--- src/rtl/fetch_group_gen.sv ---
// -----------------------------------------------------------------------------
// config_pkg
//   Global configuration record shared by the front-end blocks.
//
// fetch_group_gen
//   Instruction fetch controller placed directly in front of the instruction
//   buffer. It holds the fetch PC and sends one group-aligned request at a time
//   to the I-cache. It registers each response and presents it downstream as
//   one fetch group on a valid/ready interface. A backend redirect replaces the
//   fetch PC. A response that was already in flight when the redirect arrived
//   is dropped and never reaches the fe_* outputs.
//
// Ports
//   clk_i, rst_ni        clock, asynchronous active-low reset
//   redirect_valid_i/pc  backend redirect / flush request and its target
//   icache_req_*         aligned fetch request (valid/ready handshake)
//   icache_rsp_*         in-order response, one per accepted request
//   fe_valid_o/ready_i   fetch group handshake to the instruction buffer
//   fe_instrs_o          group instructions, slot 0 at fe_pc_o
//   fe_pc_o              group-aligned PC of slot 0
//   fe_slot_valid_o      per-slot valid (slots before the entry PC are masked)
//   fe_pred_npc_o        per-slot sequential next PC
// -----------------------------------------------------------------------------
package config_pkg;

  typedef struct packed {
    int unsigned INSTR_PER_FETCH;
    int unsigned ILEN;
    int unsigned PLEN;
  } cfg_t;

  localparam cfg_t EmptyCfg = '{INSTR_PER_FETCH: 32'd4, ILEN: 32'd32, PLEN: 32'd32};

endpackage

module fetch_group_gen #(
  parameter config_pkg::cfg_t           Cfg      = config_pkg::EmptyCfg,
  parameter logic [Cfg.PLEN-1:0]        RESET_PC = 'h8000_0000
) (
  input  logic                                        clk_i,
  input  logic                                        rst_ni,
  input  logic                                        redirect_valid_i,
  input  logic [Cfg.PLEN-1:0]                         redirect_pc_i,
  output logic                                        icache_req_valid_o,
  input  logic                                        icache_req_ready_i,
  output logic [Cfg.PLEN-1:0]                         icache_req_addr_o,
  input  logic                                        icache_rsp_valid_i,
  input  logic [Cfg.INSTR_PER_FETCH*Cfg.ILEN-1:0]     icache_rsp_data_i,
  output logic                                        fe_valid_o,
  input  logic                                        fe_ready_i,
  output logic [Cfg.INSTR_PER_FETCH*Cfg.ILEN-1:0]     fe_instrs_o,
  output logic [Cfg.PLEN-1:0]                         fe_pc_o,
  output logic [Cfg.INSTR_PER_FETCH-1:0]              fe_slot_valid_o,
  output logic [Cfg.INSTR_PER_FETCH*Cfg.PLEN-1:0]     fe_pred_npc_o
);

  localparam int unsigned FW          = Cfg.INSTR_PER_FETCH;
  localparam int unsigned ILEN        = Cfg.ILEN;
  localparam int unsigned PLEN        = Cfg.PLEN;
  localparam int unsigned IBYTES      = ILEN / 8;
  localparam int unsigned GROUP_BYTES = FW * ILEN / 8;
  localparam int unsigned LOG_IB      = $clog2(IBYTES);

  localparam logic [PLEN-1:0] GB_MASK = PLEN'(GROUP_BYTES - 1);
  localparam logic [PLEN-1:0] GB_STEP = PLEN'(GROUP_BYTES);

  if ((GROUP_BYTES == 0) || ((GROUP_BYTES & (GROUP_BYTES - 1)) != 0)) begin : g_bad_cfg
    $fatal(1, "fetch_group_gen: GROUP_BYTES must be a power of two");
  end

  typedef enum logic [2:0] {
    S_IDLE,
    S_REQ,
    S_WAIT,
    S_OUT,
    S_DRAIN
  } state_e;

  state_e            state_q, state_d;
  logic [PLEN-1:0]   fetch_pc_q;
  logic [PLEN-1:0]   aligned_pc;
  logic [PLEN-1:0]   slot_off;
  logic              redirect_act;
  logic              req_fire;
  logic              fe_fire;
  logic              capture;
  logic [FW-1:0]     slot_valid_d;
  logic [FW*PLEN-1:0] pred_npc_d;

  assign aligned_pc = fetch_pc_q & ~GB_MASK;
  // Index of the instruction slot that the fetch PC points into.
  assign slot_off   = (fetch_pc_q & GB_MASK) >> LOG_IB;

  // The post-reset cycle ignores redirects. In every other state a redirect
  // overrides all other activity.
  assign redirect_act = redirect_valid_i && (state_q != S_IDLE);
  assign req_fire     = icache_req_valid_o && icache_req_ready_i;
  assign fe_fire      = fe_valid_o && fe_ready_i;
  assign capture      = (state_q == S_WAIT) && icache_rsp_valid_i && !redirect_act;

  // The request address is zero outside S_REQ. This keeps it quiet while
  // reset is asserted.
  assign icache_req_addr_o = (state_q == S_REQ) ? aligned_pc : '0;

  // NOTE: state registers use non-blocking assignments so every flop samples
  // the values from before the clock edge, whatever order the blocks are in.
  always_ff @(posedge clk_i or negedge rst_ni) begin
    if (!rst_ni) begin
      state_q <= S_IDLE;
    end else begin
      state_q <= state_d;
    end
  end

  // NOTE: every output of this block gets a default first. Without it, a path
  // through the case that leaves a signal unassigned would infer a latch.
  always_comb begin
    state_d            = state_q;
    icache_req_valid_o = 1'b0;
    fe_valid_o         = 1'b0;

    unique case (state_q)
      S_IDLE: begin
        state_d = S_REQ;
      end

      S_REQ: begin
        icache_req_valid_o = 1'b1;
        if (redirect_act) begin
          // A request accepted in this cycle is already stale. Its response
          // must be drained.
          state_d = req_fire ? S_DRAIN : S_REQ;
        end else if (req_fire) begin
          state_d = S_WAIT;
        end
      end

      S_WAIT: begin
        if (redirect_act) begin
          state_d = icache_rsp_valid_i ? S_REQ : S_DRAIN;
        end else if (icache_rsp_valid_i) begin
          state_d = S_OUT;
        end
      end

      S_OUT: begin
        fe_valid_o = !redirect_act;
        if (redirect_act || fe_ready_i) begin
          state_d = S_REQ;
        end
      end

      S_DRAIN: begin
        if (icache_rsp_valid_i) begin
          state_d = S_REQ;
        end
      end

      default: begin
        state_d = S_IDLE;
      end
    endcase
  end

  always_ff @(posedge clk_i or negedge rst_ni) begin
    if (!rst_ni) begin
      fetch_pc_q <= RESET_PC;
    end else if (redirect_act) begin
      fetch_pc_q <= redirect_pc_i;
    end else if (fe_fire) begin
      // Sequential advance. Wraps modulo 2^PLEN by construction.
      fetch_pc_q <= aligned_pc + GB_STEP;
    end
  end

  // Slot mask and sequential next-PC prediction for the group being captured.
  always_comb begin
    slot_valid_d = '0;
    pred_npc_d   = '0;
    for (int unsigned i = 0; i < FW; i++) begin
      slot_valid_d[i]             = (PLEN'(i) >= slot_off);
      pred_npc_d[i*PLEN +: PLEN]  = aligned_pc + PLEN'((i + 1) * IBYTES);
    end
  end

  // NOTE: the group registers are wide data storage, but they are reset
  // anyway. The fe_* outputs must then read zero during reset and stay
  // deterministic until the first group is captured.
  always_ff @(posedge clk_i or negedge rst_ni) begin
    if (!rst_ni) begin
      fe_instrs_o     <= '0;
      fe_pc_o         <= '0;
      fe_slot_valid_o <= '0;
      fe_pred_npc_o   <= '0;
    end else if (capture) begin
      fe_instrs_o     <= icache_rsp_data_i;
      fe_pc_o         <= aligned_pc;
      fe_slot_valid_o <= slot_valid_d;
      fe_pred_npc_o   <= pred_npc_d;
    end
  end

`ifndef SYNTHESIS
  // At most one request is outstanding, so a response can only be legal while
  // the controller is waiting for one or draining one.
  rsp_in_window_a : assert property (@(posedge clk_i) disable iff (!rst_ni)
    icache_rsp_valid_i |-> (state_q == S_WAIT || state_q == S_DRAIN));
`endif

endmodule

--- config.mk ---
export PLATFORM = sky130hd
export DESIGN_NAME = fetch_group_gen
export DESIGN_NICKNAME = d
export VERILOG_FILES = /design/src/rtl/fetch_group_gen.sv
export SDC_FILE = /design/constraint.sdc
export NUM_CORES = 1
export LEC_CHECK = 0
export ABC_AREA = 1
export BUFFER_PORTS_ARGS = -buffer_cell sky130_fd_sc_hd__buf_2
export CAP_MARGIN = 10
export CORE_AREA = 2 2 190 192
export DETAILED_ROUTE_END_ITERATION = 10
export DIE_AREA = 0 0 192 194
export GPL_TIMING_DRIVEN = 0
export SYNTH_ARGS = -nofsm -noshare
export SYNTH_HDL_FRONTEND = slang
export SYNTH_SLANG_ARGS = --single-unit
--- constraint.sdc ---
create_clock -name clk_i -period 1.68 [get_ports clk_i]
set_input_delay 0.252 -clock clk_i [delete_from_list [all_inputs] [get_ports clk_i]]
set_output_delay 0.252 -clock clk_i [all_outputs]
set_load 0.05 [all_outputs]
[Word-level counts from Yosys, hierarchy flattened]
Cells that the tools add are included.
Cells by class
  add/sub/neg operators: 4
  $mul: 0
  divide/modulo/power cells: 0
  magnitude comparators: 4
  equality and inequality tests: 8
  shift-type cells: 0
  muxes and demuxes: 14
  bitwise operators: 0
  reduce and logical (&&, ||, !) cells: 11
Operator list (number)
  2-to-1 mux 32 bit: 3
  adder 32 x 4 -> 32 bit, second input constant: 2
  adder 32 x 3 -> 32 bit, second input constant: 1
  adder 32 x 5 -> 32 bit, second input constant: 1
  2-to-1 mux 3 bit: 8
  case mux 3 bit (5 select lines): 1
  equality test 3 x 2 -> 1 bit, second input constant: 2
  != test 3 bit, second input constant: 2
  logical AND 1 bit: 5
  >= comparator 1 x 2 -> 1 bit, first input constant: 2
  >= comparator 2 bit, first input constant: 2
  != test 2 bit, second input constant: 2
  AND reduction 4 bit: 1
  equality test 3 x 1 -> 1 bit, second input constant: 1
  equality test 3 bit, second input constant: 1
  logical NOT 3 bit: 1
  nonzero test 3 bit: 1
  2-to-1 mux 1 bit: 2
  nonzero test 2 bit: 1
  logical NOT 1 bit: 1
  logical OR 1 bit: 1
Word-level totals
  register bits: 323
  bits in latches: 0
  RAM bits: 0
  bits in read-only memories: 0
  input port bits: 166
  output and inout bits: 326
  word-level logic and storage cells: 47
  memories kept: 0

[Longest topological paths before layout]
  depth after elaboration: 7
  gate-level depth with buffers: 10
  gate-level depth less buffers: 10

[Least setup slack after synthesis]
OpenSTA, ideal clock, no wires.
  path type: flip-flop to output port
  start point: register state_q[1]
  end point: output port icache_req_addr_o[11]
  data arrival time: 2.829 ns
  data required time: 1.428 ns
  path slack: -1.401 ns
  cell stages (with the launch flop): 6
  path buffers: 2
  cell sequence: dfrtp_1 > nor3_1 > inv_1 > buf_2 > buf_2 > nor2_1
Between the ends
  cells in the longest elaborated chain, start to end: 2
RTL lines
  start: declaration: RTL line 79  | state_e state_q, state_d;
  start signal: assignment: RTL line 111  | state_q <= state_d;
  equality test 3 x 1 -> 1 bit: RTL line 103  | assign icache_req_addr_o = (state_q == S_REQ) ? aligned_pc : '0;
  2-to-1 mux 32 bit: RTL line 103
  end: declaration: RTL line 46  | output logic [Cfg.PLEN-1:0] icache_req_addr_o,
Every way passes these cells.

[Final worst setup path]
  start point: register state_q[2]
  end point: output port icache_req_addr_o[31]
Same word-level chain as after synthesis.

==> impl_metrics.yaml <==
status:
  status: "finished, violations left"
  violations: "setup timing"
worst_setup_path:
  cp_max_fo: 7
  rrSetupSlack_ps: -230
  startpoint_type: "flip-flop"
  endpoint_kind: "output pin"
  cp.required_ps: 1430
  crit_type: "flip-flop to output pin"
  cpMaxStageDelayCell: "dfrtp_1"
  crit_buf_inv: 4
  arrival_ps: 1830
  r2r-start: "state_q[2]$_DFFE_PN0P_"
  r2r_cells: 12
  crit_family: "buffers and inverters"
  r2r_end: "fe_instrs_o[115]$_DFFE_PN0P_"
  path_cells: "nor3_4 -> inv_2 -> buf_12 -> buf_4 -> nor2_4 -> buf_6"
  slowest_delay_ps: 410
synth:
  ys.warnings.count: 0
  ys_seq_elements: 221
  synth.avg_cell_area_um2: 8.05
  syn_inst: 1289
  ys.flop_type: "dfrtp_1"
  async_reset_ff_frac: 1.00
  seq_area_frac_synth: 0.533
  synth_edf_count: 0
  synth_cell_type_count: 29
  netlist_area_mm2: 0.0104
worst_hold_path:
  hold_path.class: "input port to flip-flop"
  min_path_cells: 3
  whs_endpoint: "fetch_pc_q[8]$_DFFE_PN0P_"
  worstHoldStart: "redirect_pc_i[8]"
floorplan:
  io_pins: 492
  die_h_um: 194
  std_cell_rows: 69
  die_x_um: 192
  core_area_mm2: 0.0352
  die_area_mm2: 0.0372
  initial_utilization: 0.295
routing:
  drtPass1Iterations: 5
  wl_mm: 40.6
  drc: 0
  first_iter_violations: 491
  vias_per_cell: 4.37
  routedWlPerCell_um: 16.6
  drtAntennaViolNets: 0
  vias: 10700
sta:
  min_period_over_period: 1.24
  clock_skew_ps: 12.9
  fmax_mhz: 480
  maxSlewViolCount: 0
  rsz0062_at_grt: "true"
  slew_headroom: 0.593
  timing.final.ws_setup_ps: -405
  hold_ws_ps: 17.6
  tightest_slew_ps: 610
  hold_violations: 0
  finalSetupTns_ps: -31830
  setup_viol: 224
  min_period_ps: 2080
cells_and_area:
  layout_commonest_cell: "nand2_1"
  layout-drive-gt1-share: 0.384
  final_cell_mix: "nand2_1 (634), buf_2 (438), dfrtp_1 (211)"
  layout.cells.non_filler: 2454
  area_delta_synth_final_pct: 63.3
  fin_area_mm2: 0.0170
  final_nets: 2139
clock_network:
  clk_path_buf_depth: 3
  cts-root-buf: "clkbuf_16"
  cts_tree: "built"
  cts_buffers: 26
  clk_latency_ps: 540
  clk_pin_slew_ps: 60
  cts_sinks: 221
  h-tree-depth: 1
place:
  placed_area_mm2: 0.0137
  port_buffers: 469
  hpwlAfterDp_mm: 28.7
  gp_congestion: 0.900
  placed_cells: 2240
global_routing:
  grt-ovfl-total: 0
  grt_pass1_wl_mm: 60.8
  grtUsageTotal: 0.210
  grt_max_degree: 81
  first_global_vias: 10700
  antenna_found_initial: 1
flow_run:
  maxCapViolations: 0
[layer usage]
layer / part of all wire / global-route usage
met4: 0.031 / 0.0710
met3: 0.061 / 0.0310
met5: 0 / 0
met2: 0.50 / 0.376
met1: 0.41 / 0.256
[timing repair]
item / in CTS / in global routing
hold buffers: 142 / 0
gates resized for setup: 185 / 23
endpoints found under the hold margin: 213 / 0
setup endpoints to repair: 276 / 267
cloned: 5 / 0
setup buffers: 17 / 1
pin swaps: 6 / 1
[tightest hold or removal path: stages]
cell and delay, ps:
buf_2 80, o22ai_1 70, a21oi_1 110
[cells in the mapped netlist (2+ instances only)]
cell,count,area share
nand2_1,642,0.23
dfrtp_1,220,0.53
buf_4,120,0.087
nor2_1,71,0.026
inv_1,56,0.020
o21ai_0,56,0.027
nand3_1,44,0.021
buf_6,17,0.018
buf_2,10,0.0048
xor2_1,9,0.0076
clkbuf_1,7,0.0025
a21oi_1,5,0.0024
o22ai_1,5,0.0030
buf_1,4,0.0014
inv_2,3,0.0011
nand3b_1,3,0.0022
and2_1,2,0.0012
nor2_2,2,0.0012
o211ai_1,2,0.0014
o21a_1,2,0.0014
[logic make-up (layout without fill, tap and decap cells)]
| kind of cell | Yosys count | after routing | share of synthesized area |
|---|---|---|---|
| simple gates | 768 | 768 | 0.286 |
| compound gates | 70 | 70 | 0.0353 |
| fa+ha+maj | 1 | 1 | 0.00121 |
| other cells | 1 | 22 | 0.000361 |
| buf+inv | 219 | 902 | 0.136 |
| xor+xnor | 9 | 9 | 0.00759 |
| flops | 221 | 221 | 0.533 |
[how the worst max path moves through the flow]
stage,cells after the start,endpoint,slack (ps),start
detailed placement,8,fe_pred_npc_o[117]$_DFFE_PN0P_,-420,state_q[2]$_DFFE_PN0P_
global placement,1,fe_instrs_o[78]$_DFFE_PN0P_,-3770,rst_ni
finish,6,icache_req_addr_o[31],-400,state_q[2]$_DFFE_PN0P_
floorplan,6,icache_req_addr_o[11],-300,state_q[0]$_DFFE_PN0P_
global route,6,icache_req_addr_o[22],-460,state_q[2]$_DFFE_PN0P_
CTS,6,icache_req_addr_o[26],-410,state_q[2]$_DFFE_PN0P_
[area by class of cell]
cell class | instances | area [um^2]
antenna | 2 | 5.00
buffer | 159 | 1440
clock buffer | 34 | 722
clock inverter | 13 | 194
fill | 3314 | 18300
inverter | 60 | 248
multi-input combinational | 868 | 3800
sequential | 221 | 5540
tap | 461 | 577
timing repair buffer | 636 | 4430
[sequential cells by signal, summed over array words and instances, names as in the netlist]
name and cells:
fe_slot_valid_o 3, fe_instrs_o 128, state_q 3, fe_pc_o 27, fe_pred_npc_o 30, fetch_pc_q 30
[metrics by stage]
step	setup slack, ps	utilization
6_report	-405	0.481
5_1_grt	-462	0.481
4_1_cts	-406	0.479
3_5_place_dp	-420	0.388
3_3_place_gp	-3770	0.386
2_1_floorplan	-301	-
Power is left out: the tool's default activity adds up to more than one toggle a clock period on the data nets, which glitch-free logic cannot reach.
